### src/rtl/floo_link_buffer.sv
// Elastic link FIFO for one NoC channel: registered output, ready decoupled from out_ready_i.
// Optional per-entry even parity with a sticky error flag when FLOO_LINK_BUFFER_PARITY_EN is defined.
module floo_link_buffer #(
  parameter int unsigned DataWidth = 64,
  parameter int unsigned Depth     = 4,
  parameter int unsigned CntWidth  = 16
) (
  input  logic                         clk_i,
  input  logic                         rst_i,
  input  logic                         in_valid_i,
  output logic                         in_ready_o,
  input  logic [DataWidth-1:0]         in_data_i,
  output logic                         out_valid_o,
  input  logic                         out_ready_i,
  output logic [DataWidth-1:0]         out_data_o,
  output logic [$clog2(Depth+1)-1:0]   usage_o,
  output logic [CntWidth-1:0]          stall_cnt_o,
  output logic [CntWidth-1:0]          xfer_cnt_o,
  input  logic                         clr_cnt_i,
  output logic                         parity_err_o
);
  localparam int unsigned UsageW = $clog2(Depth + 1);
  localparam int unsigned PtrW   = $clog2(Depth);

  typedef logic [PtrW-1:0] ptr_t;

  logic [DataWidth-1:0] mem [Depth];
  ptr_t                 wptr, rptr;
  logic [UsageW-1:0]    cnt;
  logic [CntWidth-1:0]  stall_cnt, xfer_cnt;
  logic                 push, pop;

  // Explicit wrap so non-power-of-two depths work.
  function automatic ptr_t ptr_inc(input ptr_t p);
    return (p == ptr_t'(Depth - 1)) ? '0 : p + ptr_t'(1);
  endfunction

  assign in_ready_o  = (cnt != UsageW'(Depth)) & ~rst_i;
  assign out_valid_o = (cnt != '0);
  assign out_data_o  = mem[rptr];
  assign usage_o     = cnt;
  assign stall_cnt_o = stall_cnt;
  assign xfer_cnt_o  = xfer_cnt;

  assign push = in_valid_i & in_ready_o;
  assign pop  = out_valid_o & out_ready_i;

  always_ff @(posedge clk_i) begin
    if (rst_i) begin
      wptr <= '0;
      rptr <= '0;
      cnt  <= '0;
    end else begin
      if (push) wptr <= ptr_inc(wptr);
      if (pop)  rptr <= ptr_inc(rptr);
      case ({push, pop})
        2'b10:   cnt <= cnt + UsageW'(1);
        2'b01:   cnt <= cnt - UsageW'(1);
        default: cnt <= cnt;
      endcase
    end
  end

  // Storage is not reset; only the pointers define which entries are live.
  always_ff @(posedge clk_i) begin
    if (push) mem[wptr] <= in_data_i;
  end

  always_ff @(posedge clk_i) begin
    if (rst_i || clr_cnt_i) begin
      stall_cnt <= '0;
      xfer_cnt  <= '0;
    end else begin
      if (out_valid_o && !out_ready_i && (stall_cnt != '1))
        stall_cnt <= stall_cnt + CntWidth'(1);
      if (pop)
        xfer_cnt <= xfer_cnt + CntWidth'(1);
    end
  end

`ifdef FLOO_LINK_BUFFER_PARITY_EN
  logic par [Depth];
  logic par_err;

  always_ff @(posedge clk_i) begin
    if (push) par[wptr] <= ^in_data_i;
  end

  // Sticky until reset; the flit itself is forwarded untouched.
  always_ff @(posedge clk_i) begin
    if (rst_i)
      par_err <= 1'b0;
    else if (pop && ((^mem[rptr]) != par[rptr]))
      par_err <= 1'b1;
  end

  assign parity_err_o = par_err;
`else
  assign parity_err_o = 1'b0;
`endif

endmodule

### config.mk
export PLATFORM = sky130hd
export DESIGN_NAME = floo_link_buffer
export DESIGN_NICKNAME = d
export VERILOG_FILES = /design/src/rtl/floo_link_buffer.sv
export SDC_FILE = /design/constraint.sdc
export NUM_CORES = 1
export LEC_CHECK = 0
export BUFFER_PORTS_ARGS = -buffer_cell sky130_fd_sc_hd__buf_2
export CORE_MARGIN = 3
export CORE_UTILIZATION = 56
export CTS_CLUSTER_DIAMETER = 60
export CTS_CLUSTER_SIZE = 10
export DETAILED_ROUTE_END_ITERATION = 8
export PLACE_DENSITY = 0.78
export RECOVER_POWER = 25
export SLEW_MARGIN = 20
export SYNTH_ARGS = -nofsm -noshare
export SYNTH_HDL_FRONTEND = slang
export SYNTH_SLANG_ARGS = --single-unit
### constraint.sdc
create_clock -name clk_i -period 9.1 [get_ports clk_i]
set_input_delay 0.91 -clock clk_i [delete_from_list [all_inputs] [get_ports clk_i]]
set_output_delay 0.91 -clock clk_i [all_outputs]
set_load 0.01 [all_outputs]
==> qor.yml, run 1 <==
status:
  status: "complete, no violations"
sta:
  slew_headroom_pct: 34.05
  skew_ns: 0.01393
  setup_viol: 0
  timing.fmax_mhz: 295.5
  fin_setup_tns_ns: 0
  tightestPinTransition_ns: 0.9893
  rsz0062_at_grt: "no"
  slew_viol_final: 0
  fin_crit_ns: 3.385
  hold_viol_final: 0
  fin_crit_sh_pct: 37.19
clocking:
  post_cts_resized: 0
  cts_tree: "done"
  clock-sinks: 297
  postCtsSetupRepairBufs: 0
  cts_made_buffers: 35
  cts.path.max_buffers: 3
  clk_latency_ns: 0.50
  h-tree-depth: 2
  ctsHoldBuffers: 0
  path_clk_slew_ns: 0.05
  clock-root-buffer: "clkbuf_16"
detailed_routing:
  vias: 5995
  vias_per_cell: 5.798
  wl_per_cell_um: 21.96
  wl_um: 22710
  final_antenna_net_count: 0
  drc: 0
  drt-initial-drc-count: 359
  drt_pass1_iterations: 4
global_route:
  grt_pass1_vias: 6394
  grt_overflow: 0
  grt_pass1_wl_um: 35370
  grtUsageTotal_pct: 21.13
  antenna_found_initial: 2
  grt_max_degree: 65
synthesis:
  yosysTopAreaCellShare_pct: 68.39
  synth_top_flop_cell: "edfxtp_1"
  ys_warn_count: 0
  netlist_instances: 572
  synthTopCellsByArea: "edfxtp_1 68%, mux4_2 13%, dfxtp_1 7.3%, a21oi_1 0.98%, ha_1 0.89%"
  syn_area_um2: 11240
  synth_seq_cells: 297
  async_reset_ff_share_pct: 0
  syn_avg_cell_area_um2: 19.65
  yosys.area.top_type: "edfxtp_1"
  synth.distinct_cells: 42
  synth_enable_flop_cells: 256
  synth_fp_nets: 650
  ys_seq_area_share_pct: 75.69
cells_and_area:
  final_cells: 1034
  syn_to_final_growth_pct: 17.76
  utilization_pct: 67.57
  drive_gt1_share_pct: 31.47
  antenna_cells: 0
  layout.nets: 836
power:
  vdd_ir_drop_max_mv: 0.1423
  powerDensity_nw_per_um2: 251.5
  p_leak_nw: 4.365
place:
  post-place-cells: 986
  place_hpwl_um: 13370
  routabilityCongestion: 0.8948
  numPortBuffers: 169
floorplan:
  num_rows: 51
  die_w_um: 147.7
  pin_count: 171
  core_area_um2: 19590
  start_util_pct: 57.38
  die_h_um: 147.7
  dieArea_um2: 21810
run:
  drv_cap: 0
worst_hold_path:
  min_path_type: "reg -> reg"
critical_path:
  reg2reg_depth: 3
  reg2reg_slack_ns: 6.60
  startpoint_type: "flip-flop"
  r2r-start: "usage_o[0]"
  critical_path_class: "reg -> out"
  cp_data_required_time_ns: 8.19
  crit_arrival_ns: 2.47
  cp-endpoint: "out_data_o[29]"
  reg2reg_to: "mem[0][46]"
  critPathMaxFanout: 55
  end_kind: "primary output"
sequential cells by signal, indices dropped and copies added (netlist names), named ones only:
name / cells
rptr: 2
mem: 256
stall_cnt_o: 16
usage_o: 3
xfer_cnt_o: 16
wptr: 2
stage by stage:
stage / power [mW] / area [µm²] / setup slack (ns) / hold slack, ns
floorplan: 1.990 / 11240 / 5.580 / 0.4541
global placement: 2.179 / 12350 / 5.949 / 0.4559
detailed placement: 2.195 / 12350 / 5.754 / 0.4666
CTS: 3.369 / 13290 / 5.396 / 0.4756
global route: 3.464 / 13240 / 5.560 / 0.5107
finish: 3.330 / 13240 / 5.715 / 0.4748
critical path, stage by stage, from the launching register on:
cell,delay (ns)
dfxtp_4,0.47
buf_6,0.59
mux4_2,0.65
buf_2,0.17
routing by layer:
layer	up-vias	part of all wire, %	GRT usage, %
li1	2702	-	-
met1	3011	39	27.77
met2	231	51	35.86
met3	47	7.0	4.936
met4	4	2.1	6.244
met5	-	0.12	0
cells in the final DEF, fill, tap and decap left out, types with 4 or more instances in the layout:
master / synthesis / final
edfxtp_1: 256 / 256
buf_2: 7 / 124
mux4_2: 64 / 64
clkbuf_1: 12 / 56
dfxtp_1: 41 / 39
clkbuf_16: 0 / 35
a21oi_1: 22 / 22
nand2_1: 21 / 21
nor2_1: 18 / 18
or3_1: 13 / 13
inv_1: 12 / 12
nand4_1: 11 / 11
o21ai_0: 11 / 11
o31ai_1: 9 / 9
ha_1: 8 / 8
or4_1: 7 / 7
xnor2_1: 7 / 7
nor4_1: 6 / 6
nor3_1: 5 / 5
nand3_1: 5 / 5
and2_4: 0 / 4
xor2_1: 4 / 4
worst min path at each step:
stage	from	to	slack [ns]	cells after the start
floorplan	rptr[1]	flip-flop	0.45	2
global placement	xfer_cnt_o[15]	xfer_cnt_o[15]	0.46	2
detailed placement	xfer_cnt_o[15]	xfer_cnt_o[15]	0.47	2
CTS	xfer_cnt_o[15]	xfer_cnt_o[15]	0.48	2
global route	rptr[1]	flip-flop	0.51	2
finish	rptr[1]	flip-flop	0.47	2
synthesized netlist by cell type (6+ instances only):
master,n
clkbuf_1,12
nor4_1,6
and2_1,6
a21oi_1,22
nand2_1,21
ha_1,8
edfxtp_1,256
nand4_1,11
or4_1,7
o21ai_0,11
nor2_1,18
or3_1,13
o31ai_1,9
mux4_2,64
xnor2_1,7
dfxtp_1,41
inv_1,12
buf_2,7
layout make-up:
cell class | count | area, µm²
sequential | 297 | 8516
fill | 1319 | 6352
multi-input combinational | 241 | 2606
clock buffer | 46 | 917.1
timing repair buffer | 171 | 808.3
tap | 265 | 331.6
inverter | 12 | 45.04
clock inverter | 2 | 13.76
power by group:
| group | internal, mW | total [mW] | switching (mW) | leakage [nW] |
|---|---|---|---|---|
| clock network | 0.696 | 1.17 | 0.473 | 0.453 |
| logic | 0.261 | 0.547 | 0.287 | 1.26 |
| registers | 1.56 | 1.61 | 0.0517 | 2.66 |
cells by family (layout without fill, tap and decap cells):
logic type	after synthesis	in the layout	synth area share, %
flip-flops	297	297	75.69
adder cells (fa/ha/maj)	9	9	1.069
multiplexers	66	66	13.00
AND/OR/NAND/NOR	101	101	4.998
XOR/XNOR	11	11	0.8571
AO/OA/AOI/OAI	53	53	3.095
buffers and inverters	34	231	1.258
other	1	1	0.03336
Note: power is estimated with default switching activity, not from simulation.
==> inputs of run 2 (changes only) <==
clock period = 3.5 ns   (was 9.1 ns; I/O delays follow)
==> run 2 against run 1 <==
Global-route usage down 0.61 points; setup slack worse by 5.0 ns; sequential power rose to 2.6 times the previous value; cell area about the same; cell count about the same; highest routed layer is now met4.
==> qor.yml, run 2 (synthesized netlist as in run 1, its figures left out) <==
clocking:
  cts.path.max_buffers: 3  # unchanged
  post_cts_resized: 0  # unchanged
  postCtsSetupRepairBufs: 0  # unchanged
  cts_tree: "done"
  ctsHoldBuffers: 0  # unchanged
  h-tree-depth: 2  # unchanged
  clock-sinks: 297  # unchanged
  clk_latency_ns: 0.49  # about the same
  clock-root-buffer: "clkbuf_16"
  path_clk_slew_ns: 0.05  # about the same
  cts_made_buffers: 35  # unchanged
floorplan:
  die_w_um: 147.7  # unchanged
  num_rows: 51  # unchanged
  pin_count: 171  # unchanged
  start_util_pct: 57.38  # unchanged
  dieArea_um2: 21810  # unchanged
  core_area_um2: 19590  # unchanged
  die_h_um: 147.7  # unchanged
detailed_routing:
  drt_pass1_iterations: 4  # unchanged
  drc: 0  # unchanged
  wl_um: 21940  # -3.4%
  final_antenna_net_count: 0  # unchanged
  drt-initial-drc-count: 373  # +3.9%
  vias_per_cell: 5.802  # about the same
  wl_per_cell_um: 21.20  # -3.5%
  vias: 6005  # +0.17%
global_route:
  grt_util_met1_pct: 27.70  # -0.071 points
  grt_pass1_wl_um: 34900  # -1.3%
  grtUsageMet3_pct: 4.506  # -0.43 points
  grt_util_met2_pct: 34.53  # -1.3 points
  grt_pass1_vias: 6247  # -2.3%
  grt_max_degree: 65  # unchanged
  grtUsageTotal_pct: 20.53  # -0.61 points
  grt_overflow: 0  # unchanged
  grt.busiest_layer: "met2"
  antenna_found_initial: 0  # -2
sta:
  rsz0062_at_grt: "no"
  setup_viol: 0  # unchanged
  fin_crit_ns: 2.773
  timing.fmax_mhz: 360.6
  hold_viol_final: 0  # unchanged
  tightestPinTransition_ns: 0.9892  # -0.00007290 ns
  skew_ns: 0.007815  # -0.006115 ns
  slew_viol_final: 0  # unchanged
  fin_crit_sh_pct: 79.24
  fin_setup_tns_ns: 0  # unchanged
  layout_setup_ws_ns: 0.7265  # -4.989 ns
  slew_headroom_pct: 33.65  # -0.39 points
  hold-worst-slack_ns: 0.08709  # -0.3877 ns
power:
  pwr-share-seq_pct: 48.8  # +0.4 points
  p_int_mw: 6.560  # +160%
  power_mw: 8.646  # +160%
  p_leak_nw: 4.369  # about the same
  vdd_ir_drop_max_mv: 0.3632  # +160%
  power_frac_clock_pct: 35.0  # about the same
  switching_share_pct: 24.12  # -0.25 points
  powerDensity_nw_per_um2: 652.6  # +160%
  switchingPower_mw: 2.085  # +160%
  power_frac_comb_pct: 16.2  # -0.2 points
cells_and_area:
  antenna_cells: 0  # unchanged
  fin_area_um2: 13250  # about the same
  top_register: "mem"
  final_cells: 1035  # +0.097%
  drive_gt1_share_pct: 31.30  # -0.17 points
  layout_commonest_cell: "edfxtp_1"
  largest_reg_flops: 256  # unchanged
  utilization_pct: 67.62  # about the same
  final_cell_mix: "256 x edfxtp_1, 123 x buf_2, 64 x mux4_2"
  syn_to_final_growth_pct: 17.85  # about the same
  layout.nets: 837  # +0.12%
place:
  pre_cts_ws_ns: 0.7140  # -5.040 ns
  post-place-cells: 987  # +0.10%
  dpl_cell_area_um2: 12370  # +0.16%
  routabilityCongestion: 0.8744  # -2.3%
  place_hpwl_um: 13070  # -2.3%
  numPortBuffers: 169  # unchanged
run:
  drv_cap: 0  # unchanged
critical_path:
  end_kind: "flip-flop"
  critPathMaxFanout: 64  # +16%
  critical_path_class: "reg -> reg"
  startpoint_type: "flip-flop"
  cp_data_required_time_ns: 3.61  # -4.58 ns
  crit_arrival_ns: 2.88  # +0.41 ns
worst_hold_path:
  min_path_type: "in -> reg"
status:
  status: "complete, no violations"
run 2: layer usage:
layer / vias up / share of wire, %
li1: 2709 / -
met5: - / 0
met3: 30 / 6.6
met4: 0 / 1.9
met1: 3033 / 40
met2: 233 / 51
run 2: worst paths after layout:
path              depth (start not counted)  slack [ns]              to      startpoint
setup / recovery                          3        0.73      mem[1][42]      usage_o[0]
hold / removal                            1        0.09      mem[2][19]   in_data_i[19]
setup reg to reg                          3        0.73      mem[1][42]      usage_o[0]
hold reg to reg                           2        0.48  xfer_cnt_o[15]  xfer_cnt_o[15]
run 2: area by class of cell:
| class | count | area [µm²] |
|---|---|---|
| Fill cell | 1320 | 6342 |
| Tap cell | 265 | 331.6 |
| Sequential cell | 297 | 8516 |
| Clock buffer | 46 | 917.1 |
| Timing Repair Buffer | 172 | 823.3 |
| Clock inverter | 2 | 13.76 |
| Multi-Input combinational cell | 241 | 2601 |
| Inverter | 12 | 45.04 |
run 2: power by group through the flow:
stage | clock network (mW) | registers [mW] | logic [mW]
floorplan | 0 | 4.18 | 0.988
global placement | 0 | 4.28 | 1.39
detailed placement | 0 | 4.30 | 1.42
CTS | 3.09 | 4.23 | 1.43
global route | 3.25 | 4.25 | 1.51
finish | 3.03 | 4.22 | 1.40
run 2: worst max-delay path, stage by stage (launching register included):
cell and delay, ns:
dfxtp_1 0.45, nor2_1 0.11, a211oi_1 0.84, and2_4 0.93
